--- config.mk ---
export PLATFORM = sky130hd
export DESIGN_NAME = u_wb_pipe
export DESIGN_NICKNAME = d
export VERILOG_FILES = /design/src/rtl/u_pkg.sv /design/src/rtl/u_fwd_sel.sv /design/src/rtl/u_wb_pipe.sv
export SDC_FILE = /design/constraint.sdc
export NUM_CORES = 1
export LEC_CHECK = 0
export CAP_MARGIN = 10
export CORE_UTILIZATION = 25
export CTS_BUF_LIST = sky130_fd_sc_hd__clkbuf_4 sky130_fd_sc_hd__clkbuf_8
export DETAILED_ROUTE_END_ITERATION = 8
export GPL_TIMING_DRIVEN = 0
export PLACE_DENSITY = 0.51
export SETUP_SLACK_MARGIN = 0.05
export SLEW_MARGIN = 20
export SYNTH_ARGS = -nofsm -noshare
export SYNTH_HDL_FRONTEND = slang
export SYNTH_SLANG_ARGS = --single-unit
--- constraint.sdc ---
create_clock -name clk -period 2.4 [get_ports clk]
set_input_delay 0.48 -clock clk [delete_from_list [all_inputs] [get_ports clk]]
set_output_delay 0.48 -clock clk [all_outputs]
set_load 0.1 [all_outputs]
--- src/rtl/u_pkg.sv ---
`default_nettype none
// ============================================================================
//  Module      : u_pkg
//  Description : Shared widths and the write-back entry type for u_wb_pipe.
//  Revision    : 1.0 - initial release
// ============================================================================
package u_pkg;

    localparam int XLEN = 32;
    localparam int AW   = 5;

    typedef struct packed {
        logic            valid;
        logic [AW-1:0]   addr;
        logic [XLEN-1:0] data;
    } wb_ent_t;

endpackage
`default_nettype wire

--- src/rtl/u_fwd_sel.sv ---
`default_nettype none
// ============================================================================
//  Module      : u_fwd_sel
//  Description : Youngest-first priority matcher selecting a forwarded operand.
//  Revision    : 1.0 - initial release
// ============================================================================
module u_fwd_sel #(
    parameter int XLEN   = u_pkg::XLEN,
    parameter int AW     = u_pkg::AW,
    parameter int DEPTH  = 3,
    parameter bit FWD_EN = 1'b1
) (
    input  logic [DEPTH-1:0]      i_vld,
    input  logic [DEPTH*AW-1:0]   i_addr,
    input  logic [DEPTH*XLEN-1:0] i_data,
    input  logic [AW-1:0]         i_rs_a,
    input  logic [XLEN-1:0]       i_rf_d,
    output logic [XLEN-1:0]       o_fwd,
    output logic                  o_hit
);

    logic            w_hit;
    logic [XLEN-1:0] w_sel;

    always_comb begin
        w_hit = 1'b0;
        w_sel = i_rf_d;
        if (FWD_EN && (i_rs_a != '0)) begin
            // Stage 0 is the youngest entry, so the first match scanning upward wins.
            for (int k = 0; k < DEPTH; k++) begin
                if (!w_hit && i_vld[k] && (i_addr[k*AW +: AW] == i_rs_a)) begin
                    w_hit = 1'b1;
                    w_sel = i_data[k*XLEN +: XLEN];
                end
            end
        end
    end

    assign o_hit = w_hit;
    assign o_fwd = (i_rs_a == '0) ? '0 : w_sel;

endmodule
`default_nettype wire

--- src/rtl/u_wb_pipe.sv ---
`default_nettype none
// ============================================================================
//  Module      : u_wb_pipe
//  Description : Register-file write-back delay pipeline with operand forwarding.
//  Revision    : 1.0 - initial release
// ============================================================================
module u_wb_pipe #(
    parameter int XLEN   = u_pkg::XLEN,
    parameter int AW     = u_pkg::AW,
    parameter int DEPTH  = 3,
    parameter bit FWD_EN = 1'b1
) (
    input  logic                       clk,
    input  logic                       rstn,
    input  logic                       push_we,
    input  logic [AW-1:0]              push_a,
    input  logic [XLEN-1:0]            push_d,
    input  logic                       hold,
    input  logic                       flush,
    input  logic [AW-1:0]              rs1_a,
    input  logic [AW-1:0]              rs2_a,
    input  logic [XLEN-1:0]            rf_rs1_o,
    input  logic [XLEN-1:0]            rf_rs2_o,
    output logic [XLEN-1:0]            fwd_o1,
    output logic [XLEN-1:0]            fwd_o2,
    output logic                       fwd_hit1,
    output logic                       fwd_hit2,
    output logic                       rf_rd_e,
    output logic [AW-1:0]              rf_rd_a,
    output logic [XLEN-1:0]            rf_rd_i,
    output logic [$clog2(DEPTH+1)-1:0] occ,
    output logic                       busy
);

    localparam int OW = $clog2(DEPTH + 1);

    logic [DEPTH-1:0]      r_vld;
    logic [AW-1:0]         r_addr [DEPTH];
    logic [XLEN-1:0]       r_data [DEPTH];
    logic [OW-1:0]         r_occ;

    logic                  w_push_v;
    logic [OW-1:0]         w_occ_nxt;
    logic [DEPTH*AW-1:0]   w_addr_flat;
    logic [DEPTH*XLEN-1:0] w_data_flat;

    // Writes to x0 are architecturally void, so they never occupy a stage.
    assign w_push_v = push_we & (push_a != '0);

    always_comb begin
        w_occ_nxt = OW'(w_push_v);
        for (int k = 0; k < DEPTH - 1; k++) begin
            w_occ_nxt = w_occ_nxt + OW'(r_vld[k]);
        end
    end

    always_ff @(posedge clk or negedge rstn) begin
        if (!rstn) begin
            r_vld <= '0;
            r_occ <= '0;
            for (int k = 0; k < DEPTH; k++) begin
                r_addr[k] <= '0;
                r_data[k] <= '0;
            end
        end else if (flush) begin
            r_vld <= '0;
            r_occ <= '0;
            for (int k = 0; k < DEPTH; k++) begin
                r_addr[k] <= '0;
                r_data[k] <= '0;
            end
        end else if (!hold) begin
            r_vld[0]  <= w_push_v;
            r_addr[0] <= w_push_v ? push_a : '0;
            r_data[0] <= w_push_v ? push_d : '0;
            for (int k = 1; k < DEPTH; k++) begin
                r_vld[k]  <= r_vld[k-1];
                r_addr[k] <= r_addr[k-1];
                r_data[k] <= r_data[k-1];
            end
            r_occ <= w_occ_nxt;
        end
    end

    for (genvar g = 0; g < DEPTH; g++) begin : g_flat
        assign w_addr_flat[g*AW +: AW]     = r_addr[g];
        assign w_data_flat[g*XLEN +: XLEN] = r_data[g];
    end

    u_fwd_sel #(
        .XLEN   (XLEN),
        .AW     (AW),
        .DEPTH  (DEPTH),
        .FWD_EN (FWD_EN)
    ) u_fwd1 (
        .i_vld  (r_vld),
        .i_addr (w_addr_flat),
        .i_data (w_data_flat),
        .i_rs_a (rs1_a),
        .i_rf_d (rf_rs1_o),
        .o_fwd  (fwd_o1),
        .o_hit  (fwd_hit1)
    );

    u_fwd_sel #(
        .XLEN   (XLEN),
        .AW     (AW),
        .DEPTH  (DEPTH),
        .FWD_EN (FWD_EN)
    ) u_fwd2 (
        .i_vld  (r_vld),
        .i_addr (w_addr_flat),
        .i_data (w_data_flat),
        .i_rs_a (rs2_a),
        .i_rf_d (rf_rs2_o),
        .o_fwd  (fwd_o2),
        .o_hit  (fwd_hit2)
    );

    // Suppressing the write under hold keeps the oldest result from landing twice.
    assign rf_rd_e = r_vld[DEPTH-1] & ~hold;
    assign rf_rd_a = r_addr[DEPTH-1];
    assign rf_rd_i = r_data[DEPTH-1];
    assign occ     = r_occ;
    assign busy    = (r_occ != '0);

endmodule
`default_nettype wire

==> impl_metrics.csv <==
group,metric,value,unit
setup_path,cp.required,1920,ps
sta,rsz0062_at_grt,"yes",
synthesis,synth-edff-count,0,
sta,hold_slack,511,ps
final_layout,nets,1225,
setup_path,cp-endpoint,"fwd_o1[29]",
route,post_drt_wl_per_cell,23.4,um
clock_tree,cts_tree,"done",
place,dpl_worst_slack,-2370,ps
clock_tree,cts_buffers,17,
setup_path,worst-path-buf-inv,4,
setup_path,slowest_delay,530,ps
global_routing,grt_pass1_vias,8055,
run_status,violations,"setup timing",
global_routing,grt_pass1_wl,52100,um
clock_tree,clockBufferDepth,2,
clock_tree,clkLatencyLatePin,440,ps
global_routing,antenna_found_initial,0,
setup_path,cp_common_cell,"buf_12",
setup_path,rr_worst_depth,5,
worst_hold_path,hold_path_class,"primary input to async pin",
synthesis,syn_avg_cell_area,9.26,sq um
setup_path,cp_max_fo,5,
sta,report.final.slew_viol_count,0,
final_layout,final_cell_mix,"dfrtp_1, clkdlybuf4s50_1, nand3_1, nor2_1, buf_12",
floorplan,core_area,29800,sq um
floorplan,die-area,31100,sq um
sta,fin_ws,-879,ps
synthesis,yosys_warnings,0,
synthesis,syn_inst,821,
synthesis,synth_top_cell_area_share,38.2,%
run,drv_cap,0,
power_and_ir_drop,p_leak,0.00578,uW
global_routing,gr-usage-all-layers,22.9,%
floorplan,ios,223,
place,dpl_cell_area,11300,sq um
route,drc_errors,0,
power_and_ir_drop,ir_drop,0.208,mV
setup_path,worstReg2RegEnd,"occ[0]",
setup_path,cp-end-kind,"primary output",
floorplan,initial_core_util,25.5,%
setup_path,cp_slowest_cell,"or4_4",
setup_path,start_kind,"flop",
synthesis,yosysSeqAreaShare,38.2,%
sta,slew_headroom,32.6,%
run_status,status,"finished with violations",
floorplan,die_height,176,um
place,gp_congestion,0.813,
place,io_buffers,221,
route,antenna_left,0,
setup_path,path_cells,"buf_12, xor2_1, or4_4, nor2_4, nor4_4, buf_6, clkbuf_16, a32o_4, buf_12",
power_and_ir_drop,powerDensity,452,nW/um^2
synthesis,synth_nets,938,
place,hpwl,24600,um
synthesis,synth_ff_type,"dfrtp_1",
sta,fin_crit_sh,137,%
setup_path,crit_arrival,2800,ps
synthesis,netlist_area,7600,sq um
route,drtIter0Drc,507,
global_routing,grt_max_degree,80,
final_layout,multi_input_comb_area,5300,sq um
global_routing,grt-ovfl-total,0,
synthesis,ys_seq_elements,116,
sta,worstMarginPinSlew,1010,ps
setup_path,r2r_setup_slack,870,ps
sta,setup_viol,66,
synthesis,synthTopCellsByArea,"dfrtp_1, mux2i_1, a32o_1",
final_layout,drive_gt1_share,38.2,%
route,route.vias.total,7847,
sta,hold_viol,0,
final_layout,fillers,2833,
synthesis,synth_area_leader_cell,"dfrtp_1",
final_layout,area.growth.synth_to_final,78.7,%
final_layout,diodes,0,
clock_tree,cts-root-buf,"clkbuf_8",
final_layout,fin_area,13600,sq um
setup_path,crit_family,"simple AND/OR/NAND/NOR gates",
route,drt-pass1-iter-count,7,
final_layout,final_common_cell,"dfrtp_1",
route,viasPerCell,5.20,
synthesis,async_reset_ff_share,100,%
synthesis,ys_types,45,
sta,clock-skew-final,7.18,ps
route,wl,35400,um
setup_path,r2r-start,"r_vld[0]",
floorplan,rows,63,
clock_tree,clkSinkCount,116,
sta,setup_tns,-53100,ps
setup_path,criticalPathCategory,"flop to primary output",
clock_tree,htreeDepth,4,
floorplan,die_x,176,um
setup_path,crit_cells,9,
sta,fmax,305,MHz
setup_path,startpoint,"r_addr[6]",
final_layout,final-seq-area,2910,sq um
sta,period_needed,3280,ps
clock_tree,clk_pin_slew,70,ps
## report_power, final
part	switching [uW]	total, uW	internal (uW)
registers	59.1	2060	2000
logic	1100	1890	787
clock network	850	2200	1350
total	2010	6150	4140
## cells in the mapped netlist (all sizes together) (3+ instances only)
| cell type | number |
|---|---|
| a32o | 52 |
| and3 | 4 |
| mux2i | 76 |
| or3 | 12 |
| nor2 | 85 |
| o31ai | 12 |
| nor3 | 4 |
| or2 | 26 |
| nor4 | 6 |
| or2b | 6 |
| o21ai | 64 |
| nand3 | 104 |
| dfrtp | 116 |
| a22o | 37 |
| buf | 68 |
| a31oi | 3 |
| xor2 | 20 |
| and2 | 4 |
| nand2b | 21 |
| clkbuf | 43 |
| nand2 | 8 |
| inv | 14 |
| xnor2 | 10 |
| or4 | 3 |
| a221oi | 12 |
## state kept, by name (all words and copies together) (netlist names)
name and count:
r_vld 3, r_data 64, rf_rd_i 32, r_addr 10
rf_rd_a 5, occ 2
## stage by stage
| stage | power, uW | cells | utilization [%] |
|---|---|---|---|
| after floorplan | 3140 | 821 | - |
| after global placement | 3690 | 1432 | 37.8 |
| after detailed placement | 3700 | 1433 | 37.9 |
| after CTS | 6160 | 1502 | 44.5 |
| after global routing | 6340 | 1510 | 45.6 |
| final | 6150 | 1510 | 45.6 |
## worst min path at each step
stage               startpoint    endpoint  slack (ps)
floorplan                 rstn      occ[0]         180
global placement    r_data[90]  r_data[90]         530
detailed placement        rstn  r_data[69]         380
CTS                       rstn  r_data[69]         500
global route              rstn  r_data[69]         530
finish                    rstn  r_data[69]         510
## layout make-up
| type | count | area share (%) |
|---|---|---|
| clock inverter | 9 | 1.28 |
| inverter | 14 | 0.387 |
| timing repair buffer | 270 | 25.5 |
| buffer | 109 | 6.58 |
| tap | 390 | 3.59 |
| clock buffer | 22 | 2.18 |
| sequential | 116 | 21.4 |
| multi-input combinational | 580 | 39.0 |
## cells by family (layout without fill, tap and decap cells)
logic type	count (synthesis)	after routing	share of synthesized area, %
buffers and inverters	125	424	8.79
flip-flops	116	116	38.2
adder cells (fa/ha/maj)	1	1	0.263
XOR/XNOR	30	30	3.46
AND/OR/NAND/NOR	287	287	19.7
AO/OA/AOI/OAI	186	186	19.6
multiplexers	76	76	10.0
## layer usage
| metal | up-vias | track usage [%] | share of wire, % |
|---|---|---|---|
| met5 | - | 0 | 0 |
| met2 | 300 | 37.0 | 48 |
| met1 | 3967 | 31.1 | 45 |
| met4 | 0 | 5.24 | 1.2 |
| li1 | 3557 | - | - |
| met3 | 23 | 4.72 | 6.2 |
## timing repair
item | 4_1_cts | 5_1_grt
setup endpoints to repair | 137 | 93
buffers inserted | 32 | 8
gates resized for setup | 825 | 94
hold buffers | 1 | 0
cloned | 6 | 1
pin swaps | 51 | 57
hold endpoints to repair | 37 | 0
(Power assumes the default switching activity.)
